===== config.mk =====
export PLATFORM = sky130hd
export DESIGN_NAME = la_dinvpipe
export DESIGN_NICKNAME = d
export VERILOG_FILES = /design/src/rtl/la_dinvpipe_pkg.sv /design/src/rtl/la_dinvpipe_stage.sv /design/src/rtl/la_dinvpipe.sv
export SDC_FILE = /design/constraint.sdc
export NUM_CORES = 1
export LEC_CHECK = 0
export CELL_PAD_IN_SITES_DETAIL_PLACEMENT = 2
export CELL_PAD_IN_SITES_GLOBAL_PLACEMENT = 2
export CORE_ASPECT_RATIO = 2
export CORE_MARGIN = 2
export CORE_UTILIZATION = 30
export CTS_CLUSTER_SIZE = 8
export DETAILED_ROUTE_END_ITERATION = 6
export GPL_ROUTABILITY_DRIVEN = 0
export PLACE_DENSITY_LB_ADDON = 0.1
export SETUP_SLACK_MARGIN = 0.3
export SYNTH_ARGS = -nofsm -noshare
export SYNTH_HDL_FRONTEND = slang
export SYNTH_SLANG_ARGS = --single-unit

===== constraint.sdc =====
create_clock -name clk -period 2.4 [get_ports clk]
set_clock_uncertainty 0.05 [all_clocks]
set_input_delay 0.36 -clock clk [delete_from_list [all_inputs] [get_ports clk]]
set_output_delay 0.36 -clock clk [all_outputs]
set_load 0.01 [all_outputs]

===== src/rtl/la_dinvpipe_pkg.sv =====
// Shared definitions for la_dinvpipe: reset data value and odd-parity helper.
// Used by the top and the stage sub-module.
package la_dinvpipe_pkg;

   // One bit of the data reset value; replicate to any width.
   localparam logic RST_BIT   = 1'b0;

   // Widest vector the parity helper accepts (zero extension keeps XOR intact).
   localparam int   PAR_MAX_W = 1025;

   // Returns 1 when the vector holds an odd number of ones.
   function automatic logic par_odd(input logic [PAR_MAX_W-1:0] v);
      return ^v;
   endfunction

endpackage


===== src/rtl/la_dinvpipe_stage.sv =====
// One elastic pipeline register: valid bit plus payload, loaded on enable,
// asynchronously cleared by nreset.
module la_dinvpipe_stage
   import la_dinvpipe_pkg::*;
#(
   parameter int DW   = 8,
   parameter     PROP = "DEFAULT"
)(
   input  logic          clk,
   input  logic          nreset,
   input  logic          load,
   input  logic          d_valid,
   input  logic [DW-1:0] d,
   output logic          q_valid,
   output logic [DW-1:0] q
);

   always_ff @(posedge clk or negedge nreset) begin
      if (!nreset) begin
         q_valid <= 1'b0;
         q       <= {DW{RST_BIT}};
      end else if (load) begin
         q_valid <= d_valid;
         q       <= d;
      end
   end

endmodule


===== src/rtl/la_dinvpipe.sv =====
// Elastic valid/ready retiming pipeline taking an inverted-polarity bus and
// delivering it in true polarity; registered in_ready via a one-word skid buffer.
// Optional parity path enabled by defining LA_DINVPIPE_PARITY_EN.
module la_dinvpipe
   import la_dinvpipe_pkg::*;
#(
   parameter int DW    = 8,
   parameter int DEPTH = 2,
   parameter     PROP  = "DEFAULT"
)(
   input  logic          clk,
   input  logic          nreset,
   input  logic          in_valid,
   output logic          in_ready,
   input  logic [DW-1:0] in_dn,
`ifdef LA_DINVPIPE_PARITY_EN
   input  logic          in_pn,
   output logic          out_perr,
`endif
   output logic          out_valid,
   input  logic          out_ready,
   output logic [DW-1:0] out_d
);

`ifdef LA_DINVPIPE_PARITY_EN
   localparam int PW = 1;
`else
   localparam int PW = 0;
`endif
   localparam int SW = DW + PW;

   logic [SW-1:0]    entry_raw;
   logic [DEPTH-1:0] sv;
   logic [DEPTH-1:0] ld;
   logic [SW-1:0]    sq [DEPTH];

   logic             skid_full;
   logic             skid_full_nxt;
   logic [SW-1:0]    skid_d;
   logic             xfer;
   logic             to_skid;
   logic             s0_valid;
   logic [SW-1:0]    s0_d;

`ifdef LA_DINVPIPE_PARITY_EN
   assign entry_raw = {in_dn, in_pn};
`else
   assign entry_raw = in_dn;
`endif

   // Load enables ripple back from the output: a stage loads when empty or draining.
   always_comb begin
      ld            = '0;
      ld[DEPTH-1]   = ~sv[DEPTH-1] | out_ready;
      for (int i = DEPTH-2; i >= 0; i--) begin
         ld[i] = ~sv[i] | ld[i+1];
      end
   end

   assign xfer          = in_valid & in_ready;
   assign to_skid       = xfer & ~ld[0];
   assign s0_valid      = skid_full | xfer;
   assign s0_d          = skid_full ? skid_d : ~entry_raw;
   assign skid_full_nxt = skid_full ? ~ld[0] : to_skid;

   // Skid stores the already-inverted word; in_ready mirrors the next skid state.
   always_ff @(posedge clk or negedge nreset) begin
      if (!nreset) begin
         skid_full <= 1'b0;
         in_ready  <= 1'b0;
         skid_d    <= {SW{RST_BIT}};
      end else begin
         skid_full <= skid_full_nxt;
         in_ready  <= ~skid_full_nxt;
         if (to_skid) begin
            skid_d <= ~entry_raw;
         end
      end
   end

   for (genvar i = 0; i < DEPTH; i++) begin : g_stage
      logic          dv;
      logic [SW-1:0] dd;

      if (i == 0) begin : g_head
         assign dv = s0_valid;
         assign dd = s0_d;
      end else begin : g_body
         assign dv = sv[i-1];
         assign dd = sq[i-1];
      end

      la_dinvpipe_stage #(
         .DW   (SW),
         .PROP (PROP)
      ) u_stage (
         .clk     (clk),
         .nreset  (nreset),
         .load    (ld[i]),
         .d_valid (dv),
         .d       (dd),
         .q_valid (sv[i]),
         .q       (sq[i])
      );
   end

   assign out_valid = sv[DEPTH-1];
   assign out_d     = sq[DEPTH-1][SW-1:PW];

`ifdef LA_DINVPIPE_PARITY_EN
   assign out_perr  = out_valid & ~par_odd(PAR_MAX_W'(sq[DEPTH-1]));
`endif

endmodule


* After elaboration in Yosys (flattened, before gate mapping)
Cells that the tools add are included.
Storage, ports and cells: register bits 28, output and inout bits 10, word-level logic and storage cells 19
Cells by class: multiplexer cells 2, bitwise logic cells 10
Operator list (number):
- 8-bit 2-to-1 mux | 1
- 8-bit inverter | 1
- 1-bit inverter | 4
- 1-bit OR | 3
- 1-bit bitwise AND | 2
- 1-bit 2-to-1 mux | 1

* Longest topological paths before layout
word-level depth 7, depth in mapped cells 5

* Modules after synthesis
A second synthesis with hierarchy kept.
Second synthesis, totals: cells, all modules 89, area, all modules 1243.7 um^2
Modules (own cells, without submodules):
- la_dinvpipe_stage | instances 2, cells an instance 19, area each 371.6 um^2
- la_dinvpipe | instances 1, cells an instance 51, area each 500.5 um^2

* Worst setup path before layout
No wires, ideal clock.
path type reg2reg, start register g_stage[1].u_stage.q_valid, end register g_stage[1].u_stage.q[0], data arrival time 1032 ps, data required time 2225 ps, slack 1193 ps, cell stages (with the launch flop) 4, buffers on the path 1, period minus slack after synthesis 1207 ps, path through dfrtp_1 > nand2b_1 > buf_2 > mux2_2
Between the ends: word-level cells in the longest chain between the ends 2
Ends and longest elaborated chain:
- start, declared | RTL line la_dinvpipe_stage.sv:14 | output logic q_valid,
- start signal, assigned | RTL line la_dinvpipe_stage.sv:23 | q_valid <= d_valid;
- 1-bit inverter | RTL line la_dinvpipe.sv:54 | ld[DEPTH-1] = ~sv[DEPTH-1] | out_ready;
- 1-bit OR | RTL line la_dinvpipe.sv:54
- end signal, assigned | RTL line la_dinvpipe_stage.sv:21 | q <= {DW{RST_BIT}};
- end, declared | RTL line la_dinvpipe_stage.sv:15 | output logic [DW-1:0] q
Every way passes these cells. A chain may end at the register's enable or synchronous reset.

* Worst setup path after layout
start input out_ready, end register skid_d[1]
Between the ends: word-level cells in the longest chain between the ends 4
Ends and longest elaborated chain:
- start, declared | RTL line la_dinvpipe.sv:21 | input logic out_ready,
- 1-bit OR | RTL line la_dinvpipe.sv:54
- 1-bit OR | RTL line la_dinvpipe.sv:56 | ld[i] = ~sv[i] | ld[i+1];
- 1-bit inverter | RTL line la_dinvpipe.sv:61 | assign to_skid = xfer & ~ld[0];
- 1-bit bitwise AND | RTL line la_dinvpipe.sv:61
- end signal, assigned | RTL line la_dinvpipe.sv:71 | skid_d <= {SW{RST_BIT}};
- end signal, assigned | RTL line la_dinvpipe.sv:76 | skid_d <= ~entry_raw;
- end, declared | RTL line la_dinvpipe.sv:39 | logic [SW-1:0] skid_d;
Every way passes these cells.

==> qor.yml <==
final_layout:
  multiInputGateArea_um2: 390
  final_cells: 167
  mostFrequentLayoutCell: "dfrtp_1"
  drive_gt1_frac: 0.161
  nNetsFinal: 132
  antenna_cells: 0
  final_cell_mix: "dfrtp_1 (28), clkdlybuf4s50_1 (21), a21oi_1 (14), nor2_1 (13)"
  regArea_um2: 701
  fill_cells: 422
  area_growth_pct: 25.1
place:
  place_hpwl_um: 1740
  place_inst: 164
  numPortBuffers: 21
power:
  p_seq_frac: 0.536
  swShare: 0.284
  intPower_mw: 0.902
  p_sw_mw: 0.357
  pwr-share-comb: 0.269
  power.density_nw_per_um2: 883
  p_clk_frac: 0.194
  vdd_drop_max_mv: 0.346
  power.leakage_nw: 0.601
  p_total_mw: 1.26
sta:
  hold_ws_ns: 0.417
  tightestPinTransition_ns: 0.541
  rsz0062_at_grt: "false"
  fin_crit_ns: 1.65
  setup_tns_ns: 0
  fmax_ghz: 0.605
  hold_viol: 0
  period_share: 0.689
  slew_headroom: 0.639
  drv_slew: 0
  finalSetupViolCount: 0
critical_path:
  crit_path_start: "out_ready"
  path_buf_inv: 1
  critPathRequiredTime_ns: 2.54
  end_kind: "flop"
  rr_worst_depth: 3
  crit_path_cell_trace: "clkdlybuf4s50_1 -> nand3b_4 -> or2_1 -> o21ai_1"
  critPathTopFamily: "simple AND/OR/NAND/NOR gates"
  worstSetupPathType: "in -> reg"
  cp_max_fo: 27
  cp.arrival_ns: 1.79
  r2r_start: "g_stage[1].u_stage.q_valid"
  r2r_end: "skid_d[1]"
  crit_path_start_kind: "input pin"
  cp_slowest_cell: "or2_1"
  r2r_slack_ns: 0.92
  slowest_delay_ns: 0.47
logic_synthesis:
  synth_edf_count: 0
  yosysTopAreaCellShare: 0.615
  yosysSeqAreaShare: 0.615
  async_flop_share: 1.00
  yosys_warnings: 0
  yosys.area.top_type: "dfrtp_1"
  synth_cell_types: 18
  synth_area_per_cell_um2: 11.5
  synthCells: 99
  netlist_area_um2: 1140
  ys_top_cells_by_area: "dfrtp_1 (61%), mux2_2 (7.9%), a21oi_1 (6.1%)"
  synth_fp_nets: 111
  synth_seq_cells: 28
  yosys_most_used_dff: "dfrtp_1"
detailed_routing:
  routed_wirelength_um: 2340
  drt_iter0_markers: 7
  drc: 0
  vias: 785
  ant_nets: 0
  wl_per_cell_um: 14.0
  drt-vias-per-instance: 4.70
  first_pass_iters: 4
min_path:
  min_path_type: "in -> async"
clock_network:
  root_buffer: "clkbuf_8"
  cts_resized: 0
  h-tree-depth: 1
  cts_tree: "done"
  cts-buffers-inserted: 3
  cts_setup_buffers: 0
  cts.path.max_buffers: 2
  clock-sinks: 28
  clock_latency_ns: 0.27
  clk_pin_slew_worst_paths_ns: 0.08
  hold_buffers: 0
global_route:
  gr-total-overflow: 0
  grt_start_max_net_pins: 29
  track_usage: 0.129
  antenna_found_initial: 0
  grt_pass1_vias: 869
  grt_pass1_wl_um: 4150
floorplanning:
  design.die.area_um2: 4340
  io_pins: 22
  start_util: 0.313
  core_um2: 3650
  num_rows: 31
  dieHeight_um: 91.2
  chipWidth_um: 47.6
run:
  drv_cap: 0
outcome:
  status: "complete, no violations"
[stage by stage]
step / area, um^2 / util / setup slack (ns)
finish: 1430 / 0.391 / 0.747
global route: 1430 / 0.391 / 0.663
CTS: 1430 / 0.391 / 0.725
detailed placement: 1390 / 0.380 / 0.470
global placement: 1390 / 0.380 / 0.529
floorplan: 1140 / - / 1.19
[cells in the mapped netlist (2+ instances only)]
cell      number
dfrtp_1       28
a21oi_1       14
nor2_1        13
mux2_2         8
o21ai_0        8
o21ai_2        5
inv_1          4
mux2i_1        3
o21ai_1        3
buf_2          2
clkbuf_1       2
nand2_1        2
nand2b_1       2
[routing by layer]
layer	routed length, um	share of wire	GRT usage
met1	957	0.41	0.169
met2	1300	0.55	0.207
met3	60	0.026	0.0179
met4	21	0.0090	0.0473
met5	0	0	0
[cells by family (layout without fill, tap and decap cells)]
logic type             after synthesis  count (layout)  synth area share
and+or+nand+nor                     20              20            0.0889
AOI/OAI and AO/OA                   30              30             0.148
buffers and inverters               10              29            0.0428
muxes                               11              11             0.105
DFF                                 28              28             0.615
[worst max path at each step]
| stage | to | slack, ns | cells past startpoint |
|---|---|---|---|
| 2_1_floorplan | g_stage[1].u_stage.q[0] | 1.19 | 3 |
| 3_3_place_gp | skid_d[1] | 0.53 | 4 |
| 3_5_place_dp | skid_d[1] | 0.47 | 4 |
| 4_1_cts | out_valid | 0.72 | 1 |
| 5_1_grt | skid_d[0] | 0.66 | 4 |
| 6_report | skid_d[1] | 0.75 | 4 |
[state kept, by name, summed over array words and instances (netlist names)]
signal	flops
g_stage.u_stage.q	16
skid_d	8
g_stage.u_stage.q_valid	2
in_ready	1
skid_full	1
[power by group through the flow]
stage	Clock, mW	Combinational [mW]	Sequential (mW)
2_1_floorplan	0	0.175	0.687
3_3_place_gp	0	0.332	0.678
3_5_place_dp	0	0.346	0.690
4_1_cts	0.262	0.347	0.679
5_1_grt	0.278	0.380	0.697
6_report	0.245	0.339	0.675
[final cells by class]
class	count	area share
Inverter	4	0.0105
Timing Repair Buffer	22	0.153
Clock buffer	3	0.0289
Sequential cell	28	0.491
Multi-Input combinational cell	61	0.274
Tap cell	49	0.0430
(Power assumes the default switching activity.)
